==> src/rtl/fifo_wr_arb_pkg.sv <==
// Shared definitions for the FIFO write-port scheduler.
// Latency: n/a (types and constants only).
// Backpressure: n/a.
//
// State encoding of the write scheduler and the grant identifiers used
// between the arbiter and the FSM.
package fifo_wr_arb_pkg;

    typedef enum logic [1:0] {
        IDLE    = 2'b00,
        RF_WR   = 2'b01,
        ALU_LSB = 2'b10,
        ALU_MSB = 2'b11
    } state_e;

    localparam logic GNT_RF  = 1'b0;
    localparam logic GNT_ALU = 1'b1;

endpackage

==> src/rtl/fifo_wr_arbiter_rr_arbiter_2.sv <==
// Two-requester grant logic (register file vs ALU) for the FIFO write port.
// Latency: combinational grant; last-grant memory updates on the accepting edge.
// Backpressure: grants are only consumed when arb_en_i is high (scheduler idle).
//
// Ports:
//   clk_i, rst_i      clock, synchronous active-high reset
//   rf_req_i          register file request
//   alu_req_i         ALU request
//   arb_en_i          scheduler is idle and will act on the grant this edge
//   gnt_vld_o         some requester is granted
//   gnt_id_o          GNT_RF or GNT_ALU
//
// Build option FIFO_WR_ARB_FIXED_PRIO_EN: when defined, ALU always wins a
// tie and no last-grant state exists; otherwise ties alternate round-robin.
module rr_arbiter_2 (
    input  logic clk_i,
    input  logic rst_i,
    input  logic rf_req_i,
    input  logic alu_req_i,
    input  logic arb_en_i,
    output logic gnt_vld_o,
    output logic gnt_id_o
);
    import fifo_wr_arb_pkg::*;

    assign gnt_vld_o = rf_req_i | alu_req_i;

`ifdef FIFO_WR_ARB_FIXED_PRIO_EN
    // Fixed priority has no state, so clock/reset/enable are not needed.
    logic unused_ctrl;
    assign unused_ctrl = clk_i ^ rst_i ^ arb_en_i;

    assign gnt_id_o = alu_req_i ? GNT_ALU : GNT_RF;
`else
    logic last_grant_q;
    logic last_grant_d;

    always_comb begin
        gnt_id_o = GNT_RF;
        if (rf_req_i && alu_req_i) begin
            // Tie: favour whoever was not served last.
            gnt_id_o = (last_grant_q == GNT_ALU) ? GNT_RF : GNT_ALU;
        end else if (alu_req_i) begin
            gnt_id_o = GNT_ALU;
        end
    end

    assign last_grant_d = (arb_en_i && gnt_vld_o) ? gnt_id_o : last_grant_q;

    // Reset to ALU so the register file wins the first tie.
    always_ff @(posedge clk_i) begin
        if (rst_i) begin
            last_grant_q <= GNT_ALU;
        end else begin
            last_grant_q <= last_grant_d;
        end
    end
`endif

endmodule

==> src/rtl/fifo_wr_arbiter.sv <==
// Shares one FIFO write port between the ALU (2-byte result, LSB first) and the register file (1 byte).
// Latency: REQ sampled at edge n -> ACK and first W_INC in cycle n+1; ALU MSB in n+2; one IDLE between transactions.
// Backpressure: FIFO FULL stalls the current state indefinitely with W_INC low; no byte lost or duplicated.
//
// Ports:
//   clk_i, rst_i              write-domain clock, synchronous active-high reset
//   alu_req_i / alu_data_i    ALU result request, data held until alu_ack_o
//   alu_ack_o                 one-cycle capture pulse for the ALU
//   rf_req_i / rf_data_i      register file request, data held until rf_ack_o
//   rf_ack_o                  one-cycle capture pulse for the register file
//   fifo_full_i               FIFO full flag (already in this clock domain)
//   wr_data_o / w_inc_o       FIFO write data and write strobe
//   busy_o                    high whenever a transaction is in progress
//
// Build option FIFO_WR_ARB_FIXED_PRIO_EN selects fixed ALU priority in the
// arbiter instead of round-robin.
module fifo_wr_arbiter #(
    parameter int DATA_WIDTH = 8
) (
    input  logic                    clk_i,
    input  logic                    rst_i,
    input  logic                    alu_req_i,
    input  logic [2*DATA_WIDTH-1:0] alu_data_i,
    output logic                    alu_ack_o,
    input  logic                    rf_req_i,
    input  logic [DATA_WIDTH-1:0]   rf_data_i,
    output logic                    rf_ack_o,
    input  logic                    fifo_full_i,
    output logic [DATA_WIDTH-1:0]   wr_data_o,
    output logic                    w_inc_o,
    output logic                    busy_o
);
    import fifo_wr_arb_pkg::*;

    state_e                  state_q, state_d;
    logic [2*DATA_WIDTH-1:0] hold_q, hold_d;
    logic                    alu_ack_q, alu_ack_d;
    logic                    rf_ack_q, rf_ack_d;
    logic                    busy_q, busy_d;
    logic                    gnt_vld;
    logic                    gnt_id;

    rr_arbiter_2 u_arb (
        .clk_i     (clk_i),
        .rst_i     (rst_i),
        .rf_req_i  (rf_req_i),
        .alu_req_i (alu_req_i),
        .arb_en_i  (state_q == IDLE),
        .gnt_vld_o (gnt_vld),
        .gnt_id_o  (gnt_id)
    );

    always_comb begin
        state_d   = state_q;
        hold_d    = hold_q;
        alu_ack_d = 1'b0;
        rf_ack_d  = 1'b0;
        case (state_q)
            IDLE: begin
                if (gnt_vld) begin
                    if (gnt_id == GNT_RF) begin
                        state_d  = RF_WR;
                        // RF byte sits in the low half so the LSB mux serves both.
                        hold_d   = {{DATA_WIDTH{1'b0}}, rf_data_i};
                        rf_ack_d = 1'b1;
                    end else begin
                        state_d   = ALU_LSB;
                        hold_d    = alu_data_i;
                        alu_ack_d = 1'b1;
                    end
                end
            end
            RF_WR:   if (!fifo_full_i) state_d = IDLE;
            ALU_LSB: if (!fifo_full_i) state_d = ALU_MSB;
            ALU_MSB: if (!fifo_full_i) state_d = IDLE;
            default: state_d = IDLE;
        endcase
        busy_d = (state_d != IDLE);
    end

    always_ff @(posedge clk_i) begin
        if (rst_i) begin
            state_q   <= IDLE;
            hold_q    <= '0;
            alu_ack_q <= 1'b0;
            rf_ack_q  <= 1'b0;
            busy_q    <= 1'b0;
        end else begin
            state_q   <= state_d;
            hold_q    <= hold_d;
            alu_ack_q <= alu_ack_d;
            rf_ack_q  <= rf_ack_d;
            busy_q    <= busy_d;
        end
    end

    // Strobe is registered state gated by the live FULL flag, so a write
    // never coincides with FULL; data comes straight from the hold register.
    assign w_inc_o   = (state_q != IDLE) && !fifo_full_i;
    assign wr_data_o = (state_q == ALU_MSB) ? hold_q[2*DATA_WIDTH-1:DATA_WIDTH]
                                            : hold_q[DATA_WIDTH-1:0];
    assign alu_ack_o = alu_ack_q;
    assign rf_ack_o  = rf_ack_q;
    assign busy_o    = busy_q;

endmodule

==> config.mk <==
export PLATFORM = sky130hd
export DESIGN_NAME = fifo_wr_arbiter
export DESIGN_NICKNAME = d
export VERILOG_FILES = /design/src/rtl/fifo_wr_arb_pkg.sv /design/src/rtl/fifo_wr_arbiter_rr_arbiter_2.sv /design/src/rtl/fifo_wr_arbiter.sv
export SDC_FILE = /design/constraint.sdc
export NUM_CORES = 1
export LEC_CHECK = 0
export CAP_MARGIN = 20
export CORE_MARGIN = 3
export CORE_UTILIZATION = 35
export DETAILED_ROUTE_END_ITERATION = 10
export GPL_ROUTABILITY_DRIVEN = 0
export HOLD_SLACK_MARGIN = 0.15
export PLACE_DENSITY = 0.68
export SLEW_MARGIN = 10
export SYNTH_ARGS = -nofsm -noshare
export SYNTH_HDL_FRONTEND = slang
export SYNTH_SLANG_ARGS = --single-unit
==> constraint.sdc <==
create_clock -name clk_i -period 1.7 [get_ports clk_i]
set_input_delay 0.425 -clock clk_i [delete_from_list [all_inputs] [get_ports clk_i]]
set_output_delay 0.425 -clock clk_i [all_outputs]
set_load 0.005 [all_outputs]
# Word level (Yosys, flattened, before mapping)
# Index checks and enable logic that the tools add are counted.
[word_totals] mem_bits_rw=0 mem_count=0 output_inout_bits=12 latchBits=0 in_bits=29 romBits=0 regBits=22 word_cells=34
[op_classes] addsub=0 div_mod_pow=0 order_cmp=0 bitwise=3 shifts=0 reduce_logical=10 mux=12 eq_ne=3 mul=0
[op_table] operator="16-bit two-way mux" count=1
[op_table] operator="2-bit two-way mux" count=4
[op_table] operator="8-bit two-way mux" count=1
[op_table] operator="2-bit case mux with 3 select lines" count=1
[op_table] operator="1-bit two-way mux" count=5
[op_table] operator="2-bit == test, second input constant" count=2
[op_table] operator="2-bit nonzero test" count=2
[op_table] operator="1-bit logical AND" count=3
[op_table] operator="3-bit OR reduction" count=1
[op_table] operator="2-bit by 1-bit == test with 1-bit output, second input constant" count=1
[op_table] operator="2-bit logical NOT" count=1
[op_table] operator="1-bit NOT" count=2
[op_table] operator="2-bit AND reduction" count=1
[op_table] operator="2-bit OR reduction" count=1
[op_table] operator="1-bit logical NOT" count=1
[op_table] operator="1-bit bitwise OR" count=1

# Depth between registers and ports, before layout
[logic_depth] depth_word=6 ltp_mapped=6 mapped_depth_nobuf=3

# Modules after synthesis
# A second synthesis with hierarchy kept.
[unflattened] hier_cells=109 hier_area_um2=1051.0
[modules_own_cells] module="fifo_wr_arbiter" instances=1 seq_area_each_um2=420.4 area_per_inst_um2=994.7 cells_each=103
[modules_own_cells] module="rr_arbiter_2" instances=1 seq_area_each_um2=20.0 area_per_inst_um2=56.3 cells_each=6

# Worst setup path before layout
# Ideal clock, no wire load.
[synth_timing] kind="reg2reg" from="reg state_q[0]" to="reg hold_q[6]" period_less_slack_ps=1504 setup_ps=122 arrival_time_ps=1382 t_required_ps=1578 path_slack_ps=196 path_stages_with_launch=7 path_buffers=3 cell_sequence="dfxtp_1 -> buf_6 -> or2_1 -> buf_6 -> o21ba_1 -> buf_6 -> a221o_1"
[synth_between] elab_chain_len=2
[synth_rtl] element="start, declared" line="fifo_wr_arbiter.sv:35" source="state_e state_q, state_d;"
[synth_rtl] element="start signal, assigned" line="fifo_wr_arbiter.sv:89" source="state_q <= state_d;"
[synth_rtl] element="2-bit logical NOT" line="fifo_wr_arbiter.sv:58" source="case (state_q)"
[synth_rtl] element="2-bit AND reduction (no source line)"
[synth_rtl] element="end signal, assigned" line="fifo_wr_arbiter.sv:90" source="hold_q <= hold_d;"
[synth_rtl] element="end, declared" line="fifo_wr_arbiter.sv:36" source="logic [2*DATA_WIDTH-1:0] hold_q, hold_d;"
# No other way between the ends.
# A chain may end at the register's enable or synchronous reset.

# Worst setup path after layout
[layout_timing] from="reg state_q[0]" to="out wr_data_o[6]"
[layout_between] elab_chain_len=2
[layout_rtl] element="2-bit == test" line="fifo_wr_arbiter.sv:100" source="assign wr_data_o = (state_q == ALU_MSB) ? hold_q[2*DATA_WIDTH-1:DATA_WIDTH]"
[layout_rtl] element="8-bit two-way mux" line="fifo_wr_arbiter.sv:100"
[layout_rtl] element="end, declared" line="fifo_wr_arbiter.sv:29" source="output logic [DATA_WIDTH-1:0] wr_data_o,"
# No other way between the ends.

==> results.cfg <==
[status]
outcome = finished with violations
violations = setup timing

[pwr]
p_sw_share_pct = 24.9
p_int_uw = 1050
p_sw_uw = 350
combPwrFrac_pct = 29.2
seqPwrFrac_pct = 42.4
peakVddDrop_mv = 0.726
p_leak_uw = 0.000684
power_density_nw_per_um2 = 879
totalPowerFinal_uw = 1400
power_frac_clock_pct = 28.4

[global_routing]
antenna_found_initial = 0
grt_max_degree = 18
grt_pass1_wl_um = 4330
grtUsageTotal_pct = 16.2
grt_pass1_vias = 1004
gr-total-overflow = 0

[routing]
drc = 0
wl_per_cell_um = 14.3
drt_pass1_iterations = 4
drt_iter0_markers = 28
vias = 966
via_per_inst = 5.28
postRouteAntennaNets = 0
drt-total-wl_um = 2610

[critical_path]
endpoint_kind = output port
cp_slowest_cell = dfxtp_2
crit_path_start_kind = flip-flop
worstPathRequired_ns = 1.27
cp_max_fo = 8
cp_cell_sequence = nand2_2 > buf_12 > mux2_4 > buf_6
path_buf_inv = 2
criticalPathCategory = reg2out
cpPeakStageDelay_ns = 0.34
cp_top_family = flip-flops
worstPathArrival_ns = 1.29

[floorplanning]
start_util_pct = 37.9
dieArea_um2 = 3420
coreArea_um2 = 2540
row_count = 18
die_w_um = 58.5
die_h_um = 58.5
io_pins = 41

[synth]
syn-instance-count = 99
yosysUniqueCellTypes = 26
yosysSeqAreaShare_pct = 45.7
syn-cell-area_um2 = 963
synth-seq-cells = 22
ys_warn_count = 0
syn_avg_cell_area_um2 = 9.73
syn_nets = 128

[finish]
final_util_pct = 62.7
drive_gt1_share_pct = 28.1
antenna_cells = 0
area_delta_synth_final_pct = 65.7
final_net_count = 183
multi_input_area_um2 = 499
n_fill_cell = 216
regArea_um2 = 443

[run]
drv_cap = 0

[timing]
slew_headroom_pct = 79.8
finalSetupViolations = 8
maxSlewViolCount = 0
rsz0062_at_grt = true
tightestPinTransition_ns = 0.301
final.setup.worst_slack_ns = -0.0148
skew_ns = 0.00432
fin_crit_sh_pct = 101
post-route-min-period_ns = 1.71
hold_viol = 0
max_freq_mhz = 583

[cts]
cts_root_buffer = clkbuf_4
clk_pin_slew_worst_paths_ns = 0.12
clk_latency_ns = 0.31
clk_path_buf_depth = 2
ctsHtreeMaxLevel = 1
numClockSinks = 22
tritoncts.num_buffers = 3
cts_tree = yes

[placed_design]
portBuffers = 40
pre_cts_ws_ns = -0.175
hpwl_um = 2000

[min_path]
hold_path.class = reg2reg
==> placed cells by master (no fill, tap or decap) <==
master            n
a211o_1           1
a21boi_2          1
a21oi_1           2
a221o_1           1
a221oi_1          1
a22o_1            8
a31oi_1           7
and2_1            1
and3_1            2
buf_12            1
buf_4            17
buf_6             8
bufinv_16         1
clkbuf_4          3
clkdlybuf4s50_1  31
dfxtp_1          20
dfxtp_2           2
dlygate4sd2_1     1
inv_1             2
mux2_4            8
nand2_1           2
nand2_2           1
nand2b_1          1
nand3_1           7
nand4_1           7
nor2_1            3
nor2_4            1
nor3_1            1
nor3b_1           1
o21ai_0           8
o21ba_1           1
o21bai_1          1
or2_1             1
==> through the flow <==
| step | setup TNS [ns] | std cells | cell area (um^2) | hold WS [ns] |
|---|---|---|---|---|
| after global routing | -0.435 | 183 | 1600 | 0.525 |
| after detailed placement | -0.797 | 179 | 1490 | 0.459 |
| after CTS | -0.196 | 183 | 1590 | 0.495 |
| after floorplan | 0 | 99 | 963 | 0.438 |
| after global placement | -0.584 | 179 | 1490 | 0.452 |
| final | -0.0964 | 183 | 1600 | 0.492 |
==> Yosys cell counts <==
master	count	area share, %
and2_1	1	0.65
nand4_1	7	4.5
a21oi_1	2	1.0
a221oi_1	1	0.91
o21ai_0	8	4.2
clkbuf_1	2	0.78
inv_1	2	0.78
nor3_1	1	0.52
nand2b_1	1	0.65
o21ba_1	1	1.0
a221o_1	1	1.0
a22o_1	8	7.3
a21boi_2	1	1.2
buf_2	3	1.6
a31oi_1	7	4.5
nand2_1	3	1.2
dfxtp_1	22	46
mux2_2	8	9.4
or2_1	1	0.65
and3_1	2	1.3
nor2_1	4	1.6
nor3b_1	1	0.78
o21bai_1	1	0.78
a211o_1	1	0.91
nand3_1	7	3.6
buf_6	3	3.5
==> cell families (layout without fill, tap and decap cells) <==
kind of cell	count (synthesis)	count (layout)	share of synthesized area (%)
simple gates	28	28	15.5
mux	8	8	9.35
buf+inv	10	64	6.62
compound gates	31	31	22.9
flops	22	22	45.7
==> repair_timing <==
item | in CTS | in global routing
cloned | 0 | 0
endpoints found under the setup margin | 9 | 9
gates resized for setup | 53 | 1
pin swaps | 1 | 0
hold buffers | 0 | 0
hold endpoints to repair | 0 | 0
setup buffers | 0 | 0
==> power groups by stage <==
| stage | combinational (uW) | sequential (uW) | clock (uW) |
|---|---|---|---|
| floorplan | 185 | 596 | 0 |
| global placement | 378 | 600 | 0 |
| detailed placement | 383 | 602 | 0 |
| CTS | 407 | 594 | 409 |
| global route | 446 | 600 | 423 |
| finish | 410 | 595 | 399 |
==> registers in the layout, indices dropped and copies added, names as in the netlist <==
signal and count:
alu_ack_o 1, rf_ack_o 1, state_q 2, busy_o 1, hold_q 16, u_arb.last_grant_q 1
==> layout make-up <==
class / count / area share, %
inverters: 2 / 0.470
clock buffers: 3 / 1.41
repair buffers: 58 / 34.9
well taps: 30 / 2.35
multi-input cells: 67 / 31.3
clock inverters: 1 / 1.88
flip-flops and latches: 22 / 27.7
==> metal layers <==
metal	wire (um)	track usage (%)	part of all wire [%]	vias up
met4	8	3.97	0.31	0
met2	1300	27.1	50	32
li1	-	-	-	482
met3	179	5.26	6.9	2
met5	0	0	0	-
met1	1120	20.0	43	450
==> path summary, 6_finish.rpt <==
kind,slack (ns),to,startpoint,cells past startpoint
setup / recovery,-0.01,wr_data_o[6],state_q[0],4
hold / removal,0.49,hold_q[12],hold_q[12],1
setup reg to reg,0.25,hold_q[9],state_q[0],5
hold reg to reg,0.49,hold_q[12],hold_q[12],1
(Power assumes the default switching activity.)
